**src/rtl/writer_pkg.sv**
```systemverilog
// Shared types and default widths for the dual-lane write-back writer.
package writer_pkg;

  localparam int unsigned DefaultWordSize = 16;
  localparam int unsigned DefaultAddrSize = 5;

  typedef enum logic [1:0] {
    StIdle = 2'd0,
    StWrA  = 2'd1,
    StWrB  = 2'd2
  } state_e;

endpackage

```
**src/rtl/writer_fwd.sv**
```systemverilog
// Forwarding lookup over the writer's pending entries; lane B wins as the younger write.
module writer_fwd #(
  parameter int unsigned WORD_SIZE = 16,
  parameter int unsigned ADDR_SIZE = 5
) (
  input  logic [ADDR_SIZE-1:0] fwd_addr,
  input  logic                 a_pending,
  input  logic [ADDR_SIZE-1:0] a_addr,
  input  logic [WORD_SIZE-1:0] a_data,
  input  logic                 b_pending,
  input  logic [ADDR_SIZE-1:0] b_addr,
  input  logic [WORD_SIZE-1:0] b_data,
  output logic                 hit,
  output logic [WORD_SIZE-1:0] data
);

  logic a_match;
  logic b_match;

  always_comb begin
    a_match = a_pending && (fwd_addr == a_addr);
    b_match = b_pending && (fwd_addr == b_addr);
    hit     = a_match || b_match;
    data    = '0;
    if (b_match) begin
      data = b_data;
    end else if (a_match) begin
      data = a_data;
    end
  end

endmodule

```
**src/rtl/writer.sv**
```systemverilog
// Dual-lane write-back serializer: accepts an A/B result pair and drains it through
// a single memory write port, with combinational forwarding of not-yet-written entries.
module writer
  import writer_pkg::*;
#(
  parameter int unsigned WORD_SIZE = DefaultWordSize,
  parameter int unsigned ADDR_SIZE = DefaultAddrSize
) (
  input  logic                 i_CLK,
  input  logic                 i_RST,
  input  logic                 i_valid,
  output logic                 o_ready,
  input  logic [WORD_SIZE-1:0] i_pipedata_A,
  input  logic [WORD_SIZE-1:0] i_pipedata_B,
  input  logic [ADDR_SIZE-1:0] i_pipeaddr_A,
  input  logic [ADDR_SIZE-1:0] i_pipeaddr_B,
  input  logic                 i_wren_A,
  input  logic                 i_wren_B,
  output logic [WORD_SIZE-1:0] o_wrdata,
  output logic [ADDR_SIZE-1:0] o_wraddr,
  output logic                 o_wren,
  input  logic [ADDR_SIZE-1:0] i_fwd_addr,
  output logic                 o_fwd_hit,
  output logic [WORD_SIZE-1:0] o_fwd_data,
  output logic [15:0]          o_wr_count
);

  state_e               state_q, state_d, accept_state;
  logic [WORD_SIZE-1:0] a_data_q, b_data_q;
  logic [ADDR_SIZE-1:0] a_addr_q, b_addr_q;
  logic                 a_wren_q, b_wren_q;
  logic [15:0]          count_q, count_d;
  logic                 accept;
  logic                 a_pending, b_pending;

  assign o_ready = (state_q != StWrA);
  assign accept  = i_valid && o_ready;

  // A same-address pair collapses to a single lane-B write.
  always_comb begin
    accept_state = StIdle;
    if (i_wren_A && !(i_wren_B && (i_pipeaddr_A == i_pipeaddr_B))) begin
      accept_state = StWrA;
    end else if (i_wren_B) begin
      accept_state = StWrB;
    end
  end

  always_comb begin
    state_d = state_q;
    unique case (state_q)
      StIdle:  if (accept) state_d = accept_state;
      StWrA:   state_d = b_wren_q ? StWrB : StIdle;
      StWrB:   state_d = accept ? accept_state : StIdle;
      default: state_d = StIdle;
    endcase
  end

  always_comb begin
    o_wren   = 1'b0;
    o_wraddr = '0;
    o_wrdata = '0;
    unique case (state_q)
      StWrA: begin
        o_wren   = 1'b1;
        o_wraddr = a_addr_q;
        o_wrdata = a_data_q;
      end
      StWrB: begin
        o_wren   = 1'b1;
        o_wraddr = b_addr_q;
        o_wrdata = b_data_q;
      end
      default: ;
    endcase
  end

  assign count_d = (o_wren && (count_q != 16'hFFFF)) ? count_q + 16'd1 : count_q;
  assign o_wr_count = count_q;

  always_ff @(posedge i_CLK or negedge i_RST) begin
    if (!i_RST) begin
      state_q  <= StIdle;
      a_data_q <= '0;
      b_data_q <= '0;
      a_addr_q <= '0;
      b_addr_q <= '0;
      a_wren_q <= 1'b0;
      b_wren_q <= 1'b0;
      count_q  <= '0;
    end else begin
      state_q <= state_d;
      count_q <= count_d;
      if (accept) begin
        a_data_q <= i_pipedata_A;
        b_data_q <= i_pipedata_B;
        a_addr_q <= i_pipeaddr_A;
        b_addr_q <= i_pipeaddr_B;
        a_wren_q <= i_wren_A;
        b_wren_q <= i_wren_B;
      end
    end
  end

  assign a_pending = (state_q == StWrA) && a_wren_q;
  assign b_pending = ((state_q == StWrA) || (state_q == StWrB)) && b_wren_q;

  writer_fwd #(
    .WORD_SIZE(WORD_SIZE),
    .ADDR_SIZE(ADDR_SIZE)
  ) u_fwd (
    .fwd_addr (i_fwd_addr),
    .a_pending(a_pending),
    .a_addr   (a_addr_q),
    .a_data   (a_data_q),
    .b_pending(b_pending),
    .b_addr   (b_addr_q),
    .b_data   (b_data_q),
    .hit      (o_fwd_hit),
    .data     (o_fwd_data)
  );

endmodule

```
**config.mk**
```make
export PLATFORM = sky130hd
export DESIGN_NAME = writer
export DESIGN_NICKNAME = d
export VERILOG_FILES = /design/src/rtl/writer_pkg.sv /design/src/rtl/writer_fwd.sv /design/src/rtl/writer.sv
export SDC_FILE = /design/constraint.sdc
export NUM_CORES = 1
export LEC_CHECK = 0
export ABC_AREA = 1
export CAP_MARGIN = 20
export CORE_MARGIN = 2
export CORE_UTILIZATION = 46
export DETAILED_ROUTE_END_ITERATION = 8
export PLACE_DENSITY_LB_ADDON = 0.15
export SKIP_LAST_GASP = 1
export SYNTH_ARGS = -nofsm -noshare
export SYNTH_HDL_FRONTEND = slang
export SYNTH_SLANG_ARGS = --single-unit
```
**constraint.sdc**
```tcl
create_clock -name i_CLK -period 2.7 [get_ports i_CLK]
set_input_delay 0.54 -clock i_CLK [delete_from_list [all_inputs] [get_ports i_CLK]]
set_output_delay 0.54 -clock i_CLK [all_outputs]
set_load 0.02 [all_outputs]
```
* Word level (Yosys, flattened, before mapping)
Cells that the tools add are included.
Cells by class: $add $sub $neg 1, equality and inequality tests 8, multiplexer cells 11, reduce and logical (&&, ||, !) cells 13
Operators with widths (count):
- $mux W16 | 2
- $pmux W16 S2 | 1
- $add A16 B1 Y16 const B | 1
- $ne A16 B16 Y1 const B | 1
- $eq A5 B5 Y1 | 3
- $mux W2 | 5
- $pmux W5 S2 | 1
- $logic_and A1 B1 Y1 | 8
- $pmux W2 S3 | 1
- $eq A2 B1 Y1 const B | 1
- $eq A2 B2 Y1 const B | 1
- $logic_not A2 Y1 | 1
- $logic_or A1 B1 Y1 | 2
- $ne A2 B1 Y1 const B | 1
- $ne A2 B2 Y1 const B | 1
- $reduce_or A2 Y1 | 1
- $logic_not A1 Y1 | 1
- $mux W1 | 1
Storage, ports and cells: register bits 62, input bits 52, output and inout port bits 56, logic and storage cells 41

* Logic depth before layout (Yosys ltp)
Gate-level depths: netlist of the first run.
word-level depth 7, gate-level depth with buffers 11, gate-level depth less buffers 11

* By module
From an unflattened synthesis of the first run, not the netlist that was laid out.
Unflattened totals: cells, all modules 531, area, all modules 3796.1 um^2
By module, submodules not included:
- writer | instances 1, cells an instance 431, area each 3176.8 um^2, seq. area each 1551.5 um^2
- writer_fwd | instances 1, cells an instance 100, area each 619.3 um^2, seq. area each 0.0 um^2

* Worst setup path before layout of the first run
OpenSTA, ideal clock, no wires.
kind register -> output, from register state_q[0], to output port o_fwd_data[10], arrival time 1.834 ns, required time 2.160 ns, path slack 0.326 ns, cell stages (with the launch flop) 10, path buffers 1, path through dfrtp_1 -> inv_1 -> ha_1 -> nand2_1 -> nor3_1 -> nand3_2 -> inv_2 -> buf_4 -> nand2_1 -> nand2_1
Between the ends: word-level cells in the longest chain between the ends 5, elaborated cells between the ends (all ways) 9, classes of those cells 2 x eq/ne; 2 x mux; 5 x reduce/logical
Ends and longest elaborated chain:
- start: declaration | RTL line writer.sv:28 | state_e state_q, state_d, accept_state;
- start signal: assignment | RTL line writer.sv:83 | state_q <= StIdle;
- start signal: assignment | RTL line writer.sv:92 | state_q <= state_d;
- $eq A2 B1 Y1 / $eq A2 B2 Y1 (equally long branches) | RTL line writer.sv:105, writer.sv:106
- $logic_and A1 B1 Y1 / $logic_or A1 B1 Y1 (equally long branches) | RTL line writer.sv:105, writer.sv:106
- $logic_and A1 B1 Y1, on equally long branches | RTL line writer_fwd.sv:21, writer.sv:106
- $mux W16 / $logic_and A1 B1 Y1 (equally long branches) | RTL line writer_fwd.sv:27, writer_fwd.sv:22
- $mux W16 * | RTL line writer_fwd.sv:25 | if (b_match) begin
- end: declaration | RTL line writer.sv:24 | output logic [WORD_SIZE-1:0] o_fwd_data,
Mark *: on every way between the ends. The rest lies on a longest branch, timed or not.

* Worst setup path in the final report of the first run
from input port i_fwd_addr[4], to output port o_fwd_data[13]
Between the ends: word-level cells in the longest chain between the ends 4, elaborated cells between the ends (all ways) 6, classes of those cells 2 x eq/ne; 2 x mux; 2 x reduce/logical
Ends and longest elaborated chain:
- start: declaration | RTL line writer.sv:22 | input logic [ADDR_SIZE-1:0] i_fwd_addr,
- $eq A5 B5 Y1 | RTL line writer_fwd.sv:21 | a_match = a_pending && (fwd_addr == a_addr);
- $logic_and A1 B1 Y1 | RTL line writer_fwd.sv:21
- $mux W16 | RTL line writer_fwd.sv:27 | end else if (a_match) begin
- $mux W16 * | RTL line writer_fwd.sv:25
Marks and branches as above.

==> results of run 1 <==
what timing repair did:
item	in CTS	in global routing
pin swaps	0	1
endpoints found under the setup margin	37	17
resized for setup	61	21
cell families after synthesis:
| group | after synthesis |
|---|---|
| adders and majority gates | 5 |
| AOI/OAI and AO/OA | 42 |
| xor gates and xnor gates | 11 |
| buffers and inverters | 58 |
| DFF | 62 |
| and+or+nand+nor | 340 |
metrics by stage:
step           utilization (%)  power [mW]
3_5_place_dp              65.1        3.41
5_1_grt                   66.1        4.36
6_report                  66.1        4.07
2_1_floorplan                -        2.62
4_1_cts                   67.2        4.08
3_3_place_gp              65.1        3.36
state kept, by name (all words and copies together), names as in the netlist:
signal / count
state_q: 2
b_data_q: 16
a_wren_q: 1
b_wren_q: 1
a_data_q: 16
o_wr_count: 16
a_addr_q: 5
b_addr_q: 5
report_power, final:
group          internal [mW]  switching [mW]  total (mW)
registers               1.22           0.267        1.49
clock network          0.354           0.362       0.716
logic                  0.696            1.17        1.86
placed cells by master (no fill, tap or decap), types with 4 or more instances in the layout:
cell type / Yosys / layout
clkbuf_8: 0 / 10
buf_12: 0 / 4
buf_4: 2 / 10
a21oi_1: 22 / 22
nand2_1: 271 / 270
o21ai_0: 18 / 18
xnor2_1: 5 / 5
ha_1: 5 / 5
dlygate4sd2_1: 0 / 21
xor2_1: 6 / 6
dfrtp_1: 62 / 62
inv_1: 36 / 35
clkbuf_2: 0 / 7
clkdlybuf4s50_1: 0 / 68
nor2_1: 25 / 25
buf_2: 1 / 10
nand3_1: 29 / 29
per-layer routing:
layer	track usage, %	up-vias	part of all wire (%)
li1	-	1831	-
met1	30.3	1648	44
met2	39.8	146	48
met3	4.52	8	7.2
met4	9.08	0	1.0
met5	0	-	0
area by class of cell:
type,instances,share of cell area [%]
Multi-Input combinational cell,398,36.2
Sequential cell,62,31.8
Timing Repair Buffer,121,22.9
Inverter,39,3.05
Clock buffer,12,2.98
Tap cell,99,2.54
Clock inverter,4,0.462
worst max-delay path by stage:
stage	startpoint	to	cells past startpoint
final	i_fwd_addr[4]	o_fwd_data[13]	11
after global routing	i_fwd_addr[4]	o_fwd_data[13]	11
after CTS	i_fwd_addr[4]	o_fwd_data[13]	11
after detailed placement	i_fwd_addr[4]	o_fwd_data[12]	11
after global placement	i_fwd_addr[4]	o_fwd_data[4]	11
after floorplan	state_q[0]	o_fwd_data[10]	9
==> results.cfg, run 1 <==
[run_status]
status = finished clean

[route]
vias = 3633
dr.first_iter.drc_count = 188
wl_per_cell_um = 13.4
vias_per_cell = 4.94
drt-total-wl_mm = 9.83
first_pass_iters = 4
drcViolationCount = 0
postRouteAntennaNets = 0

[sta]
setup_viol = 0
setup_ws_ns = 0.119
final.setup_skew_ns = 0.0101
slew_headroom_pct = 51.9
fin_tns_setup_ns = 0
maxSlewViolCount = 0
hold_slack_ns = 0.252
grt_setup_unrepaired = no
worstMarginPinSlew_ns = 0.722
fin_crit_sh_pct = 95.6
max_freq_ghz = 0.387
fin_crit_ns = 2.58
hold_viol = 0

[setup_path]
critPathSlowestCell = clkdlybuf4s50_1
crit_family = buffers and inverters
arrival_ns = 2.04
worst_setup_path_start_kind = input pin
r2r_end = state_q[0]
r2r_slack_ns = 0.39
r2r_cells = 10
end_kind = output port
crit_path_max_fanout = 16
path_cells = clkdlybuf4s50_1, inv_1, nand2_1, nand2_1, nor3_1, nand3_1, inv_2, buf_12, nand3_1, nand2_1, clkbuf_2
cpPeakStageDelay_ns = 0.49
worst-path-buf-inv = 5
critPathKind = in2out
cp.required_ns = 2.16
crit_top_cell = nand2_1
rr_startpoint = state_q[0]

[final_layout]
multi_input_area_um2 = 1770
nets = 688
n_fill_cell = 670
final_area_um2 = 4870
areaGrowthSynthToFinish_pct = 37.7
num_antenna_cells = 0
seqCellArea_um2 = 1550
drive_gt1_share_pct = 9.28
layout.cells.non_filler = 735

[yosys]
syn_inst = 518
synthTopCellsByCount = 271 x nand2_1, 62 x dfrtp_1, 36 x inv_1
synthFlopType = dfrtp_1
synthTopCellsByArea = dfrtp_1 44%, nand2_1 29%, nand3_1 4.1%, inv_1 3.8%, a21oi_1 3.1%
synth_xor_area_share_pct = 2.72
yosys.area_share.simple_pct = 38.9
synth_cell_types = 27
synthAdderAreaFrac_pct = 1.77
synth-compound-area-share_pct = 6.08
synth-seq-area-share_pct = 43.8
synth_top_area_share_pct = 43.8
synth_top_family_by_area = simple AND/OR/NAND/NOR gates
yosysWarnings = 0
avgSynthCellArea_um2 = 6.84
synth.area.mux_share_pct = 0
synth_edf_count = 0
synth_top_cell_by_area = dfrtp_1
synth_async_sr_flop_share_pct = 100
synth_seq_cells = 62
synthesis.area_um2 = 3540
synth.most_common_cell = nand2_1
syn-num-nets = 575

[clock_tree]
root_buffer = clkbuf_8
cts.hold.buffers_added = 0
cts_sinks = 62
cts_buffer_depth = 2
postCtsSetupBuffers = 0
htree_levels = 3
cts_buffers = 9
clk_latency_ns = 0.34
cts_tree = yes
clkTransAtPathRegs_ns = 0.07

[grt]
grt_max_degree = 54
grt_overflow_total = 0
grt_util_all_layers_pct = 23.7
grt_pass1_vias = 3538
antenna_found_initial = 0
grt_pass1_wl_mm = 16.1

[floorplanning]
chipHeight_um = 91.7
io_pins = 108
die_x_um = 91.7
start_util_pct = 48.0
core_um2 = 7370
rows = 31
die_area_um2 = 8420

[power]
p_leak_nw = 2.55
peakVddDrop_mv = 0.465
powerDensity_nw_per_um2 = 834

[placed_design]
place_congestion = 0.975
portBuffers = 107
placed_cells = 719
dp_hpwl_mm = 6.88
pre_cts_slack_ns = -0.318
placed_area_um2 = 4800

[min_path]
hp-class = in2async

[flow_run]
max_cap_viol_count = 0
Power figures use the tool's default switching activity.
==> run 2: changes to the inputs <==
PLACE_DENSITY = 0.79   (was default)
PLACE_DENSITY_LB_ADDON = default   (was 0.15)
==> results.cfg, run 2 (same netlist as run 1, synthesis figures left out) <==
[run_status]
status = finished clean

[min_path]
hp-class = in2async

[placed_design]
place_congestion = 0.884
dp_hpwl_mm = 7.21
placed_cells = 717
pre_cts_slack_ns = -0.389
placed_area_um2 = 4750
portBuffers = 107

[floorplanning]
start_util_pct = 48.0
die_x_um = 91.7
core_um2 = 7370
io_pins = 108
chipHeight_um = 91.7
die_area_um2 = 8420
rows = 31

[power]
p_leak_nw = 2.53
p_total_mw = 4.43
p_seq_share_pct = 33.7
p_clk_share_pct = 22.4
comb_power_share_pct = 43.9
peakVddDrop_mv = 0.487
p_int_mw = 2.52
switchingPower_mw = 1.91
switching_share_pct = 43.1
powerDensity_nw_per_um2 = 900

[final_layout]
nets = 690
layout.cells.non_filler = 737
areaGrowthSynthToFinish_pct = 39.2
num_antenna_cells = 0
layout_commonest_cell = nand2_1
final_cell_mix = 271 x nand2_1, 68 x clkdlybuf4s50_1, 62 x dfrtp_1, 33 x inv_1, 28 x nand3_1
fin_util_pct = 66.9
final_area_um2 = 4930
drive_gt1_share_pct = 11.0

[clock_tree]
clkTransAtPathRegs_ns = 0.07
cts_tree = yes
cts_buffers = 9
cts_sinks = 62
clk_latency_ns = 0.35
cts.hold.buffers_added = 0
htree_levels = 3
cts_buffer_depth = 2
root_buffer = clkbuf_8

[setup_path]
critPathKind = in2out
cp.required_ns = 2.16
crit_path_max_fanout = 17
worst_setup_path_start_kind = input pin
end_kind = output port
arrival_ns = 2.12

[sta]
fin_crit_ns = 2.66
setup_ws_ns = 0.0431
hold_viol = 0
fin_crit_sh_pct = 98.4
maxSlewViolCount = 0
fin_tns_setup_ns = 0
setup_viol = 0
hold_slack_ns = 0.222
worstMarginPinSlew_ns = 0.670
max_freq_ghz = 0.376
final.setup_skew_ns = 0.00663
slew_headroom_pct = 55.4

[grt]
grt_pass1_vias = 3580
antenna_found_initial = 2
grt_pass1_wl_mm = 16.8
grt_overflow_total = 0
grt_util_all_layers_pct = 25.1
grt_max_degree = 54

[route]
wl_per_cell_um = 14.3
vias = 3817
dr.first_iter.drc_count = 269
drt-total-wl_mm = 10.5
postRouteAntennaNets = 0
first_pass_iters = 7
drcViolationCount = 0
vias_per_cell = 5.18

[flow_run]
max_cap_viol_count = 0
run 2: worst paths after layout:
path	start	to	slack [ns]	cells after the start
setup / recovery	i_fwd_addr[1]	o_fwd_data[10]	0.04	10
hold / removal	i_RST	a_addr_q[4]	0.22	1
setup reg to reg	state_q[0]	b_addr_q[0]	0.65	9
hold reg to reg	a_data_q[2]	a_data_q[2]	0.51	2
max in group asynchronous	i_RST	a_data_q[8]	1.87	2
min in group i_CLK	a_data_q[2]	a_data_q[2]	0.51	2
run 2: per-layer routing:
layer | track usage, % | routed length (µm) | up-vias
li1 | - | - | 1834
met1 | 31.8 | 4350 | 1794
met2 | 41.5 | 5090 | 168
met3 | 6.16 | 886 | 21
met4 | 9.83 | 212 | 0
met5 | 0 | 0 | -
run 2: final cells by class:
cell class / count / area, µm²
clock buffer: 10 / 128
clock inverter: 6 / 110
fill: 645 / 2440
inverter: 39 / 155
multi-input combinational: 398 / 1770
sequential: 62 / 1550
tap: 99 / 124
timing repair buffer: 121 / 1070
timing repair inverter: 2 / 15.0
run 2: critical path, stage by stage:
cell,delay (ns)
clkdlybuf4s50_1,0.49
inv_1,0.08
nand2_1,0.09
o21ai_0,0.10
nor2_1,0.12
nand3_2,0.12
buf_4,0.23
nand3_1,0.12
nand2_1,0.07
buf_4,0.16
run 2: timing repair:
action	CTS	global route
setup buffers	2	0
gates resized for setup	78	34
pin swaps	1	1
endpoints found under the setup margin	38	24
gates cloned	2	0
run 2: power groups by stage:
stage / clock [mW] / sequential (mW) / combinational (mW)
detailed placement: 0 / 1.50 / 1.85
global route: 1.05 / 1.53 / 2.11
finish: 0.995 / 1.49 / 1.95
global placement: 0 / 1.50 / 1.80
floorplan: 0 / 1.48 / 1.14
CTS: 0.999 / 1.49 / 1.92
==> run 3: changes to the inputs <==
CTS_BUF_LIST = sky130_fd_sc_hd__clkbuf_8   (was default)
MAX_ROUTING_LAYER = met4   (was default)
SETUP_SLACK_MARGIN = 0.1   (was default)
==> results.cfg, run 3 (same netlist as run 1, synthesis figures left out) <==
[setup_path]
critPathKind = reg2out
cp-startpoint = state_q[0]
r2r_cells = 12
cp.required_ns = 2.16
end_kind = output port
r2r_end = state_q[1]
setup.worst_path.end = o_fwd_data[4]
worst_setup_path_start_kind = flip-flop
crit_path_max_fanout = 4
rr_startpoint = state_q[0]
arrival_ns = 2.09
r2r_slack_ns = 0.57

[placed_design]
portBuffers = 107
place_congestion = 0.899
dp_hpwl_mm = 7.19
placed_cells = 717
placed_area_um2 = 4750

[power]
peakVddDrop_mv = 0.571
p_total_mw = 4.50
p_leak_nw = 2.57
powerDensity_nw_per_um2 = 878

[grt]
grt_max_degree = 54
antenna_found_initial = 1
grt_pass1_wl_mm = 17.2
grt_overflow_total = 0
grt_util_all_layers_pct = 26.6
grt_pass1_vias = 3563

[clock_tree]
htree_levels = 3
cts_tree = yes
cts.hold.buffers_added = 0
root_buffer = clkbuf_8
cts_buffer_depth = 2
cts_buffers = 9
cts_sinks = 62
clkTransAtPathRegs_ns = 0.06
clk_latency_ns = 0.34

[final_layout]
final_cell_mix = 266 x nand2_1, 65 x clkdlybuf4s50_1, 62 x dfrtp_1, 31 x inv_1
fin_util_pct = 69.6
final_area_um2 = 5130
nets = 698
areaGrowthSynthToFinish_pct = 44.8
drive_gt1_share_pct = 14.9
layout.cells.non_filler = 745
layout_commonest_cell = nand2_1
n_fill_cell = 592

[route]
first_pass_iters = 5
drt-total-wl_mm = 11.1
vias = 3840
postRouteAntennaNets = 0
wl_per_cell_um = 14.8
dr.first_iter.drc_count = 320
vias_per_cell = 5.15
drcViolationCount = 0

[sta]
slew_headroom_pct = 55.4
fin_crit_ns = 2.63
fin_tns_setup_ns = 0
maxSlewViolCount = 0
hold_viol = 0
fin_crit_sh_pct = 97.5
max_freq_ghz = 0.380
final.setup_skew_ns = 0.00747
grt_setup_unrepaired = yes
worstMarginPinSlew_ns = 0.670
setup_viol = 0

[floorplanning]
rows = 31
die_x_um = 91.7
core_um2 = 7370
io_pins = 108
chipHeight_um = 91.7
start_util_pct = 48.0
die_area_um2 = 8420

[min_path]
hp-class = in2async

[run_status]
status = finished clean

[flow_run]
max_cap_viol_count = 0
run 3: through the flow:
step	hold WS, ns	worst slack [ns]
floorplan	0.244	0.326
global placement	0.471	-0.356
detailed placement	0.487	-0.391
CTS	0.249	-0.0617
global route	0.263	-0.0414
finish	0.235	0.0665
run 3: what timing repair did:
item / CTS / global route
pin swaps: 4 / 6
endpoints found under the setup margin: 38 / 39
buffers inserted: 1 / 6
cloned: 4 / 1
gates resized for setup: 106 / 69
run 3: worst min path at each step:
stage / startpoint / to / slack (ns) / cells after the start
final: i_RST / a_addr_q[4] / 0.23 / 1
after global routing: i_RST / a_addr_q[4] / 0.26 / 1
after CTS: i_RST / a_addr_q[4] / 0.25 / 1
after detailed placement: a_wren_q / a_wren_q / 0.49 / 2
after global placement: a_wren_q / a_wren_q / 0.47 / 2
after floorplan: i_RST / a_addr_q[0] / 0.24 / 0
run 3: worst max-delay path: stages (launching register included):
cell and delay (ns):
dfrtp_1 0.38, inv_2 0.08, ha_4 0.28, nand2_2 0.07
nor3_4 0.22, nand3_2 0.12, buf_6 0.17, clkbuf_16 0.15
nand3_1 0.07, nand2_1 0.06, buf_2 0.15
run 3: routing by layer:
layer,vias up,global-route usage (%),wire (µm)
met4,0,7.46,142
met5,-,-,0
li1,1858,-,-
met1,1789,32.5,4470
met3,17,8.05,984
met2,176,43.0,5460
run 3: cell type report:
| cell class | instances | area, µm² | area share (%) |
|---|---|---|---|
| Multi-Input combinational cell | 398 | 1820 | 35.5 |
| Sequential cell | 62 | 1550 | 30.3 |
| Timing Repair Buffer | 128 | 1220 | 23.9 |
| Inverter | 39 | 160 | 3.12 |
| Clock buffer | 11 | 151 | 2.95 |
| Tap cell | 99 | 124 | 2.42 |
| Clock inverter | 4 | 70.1 | 1.37 |
| Timing Repair inverter | 3 | 22.5 | 0.439 |
| Antenna cell | 1 | 2.50 | 0.0488 |
run 3: power by group:
group / internal, mW / total [mW] / switching, mW
registers: 1.22 / 1.51 / 0.284
logic: 0.747 / 2.08 / 1.33
clock network: 0.562 / 0.916 / 0.354
total: 2.53 / 4.50 / 1.97
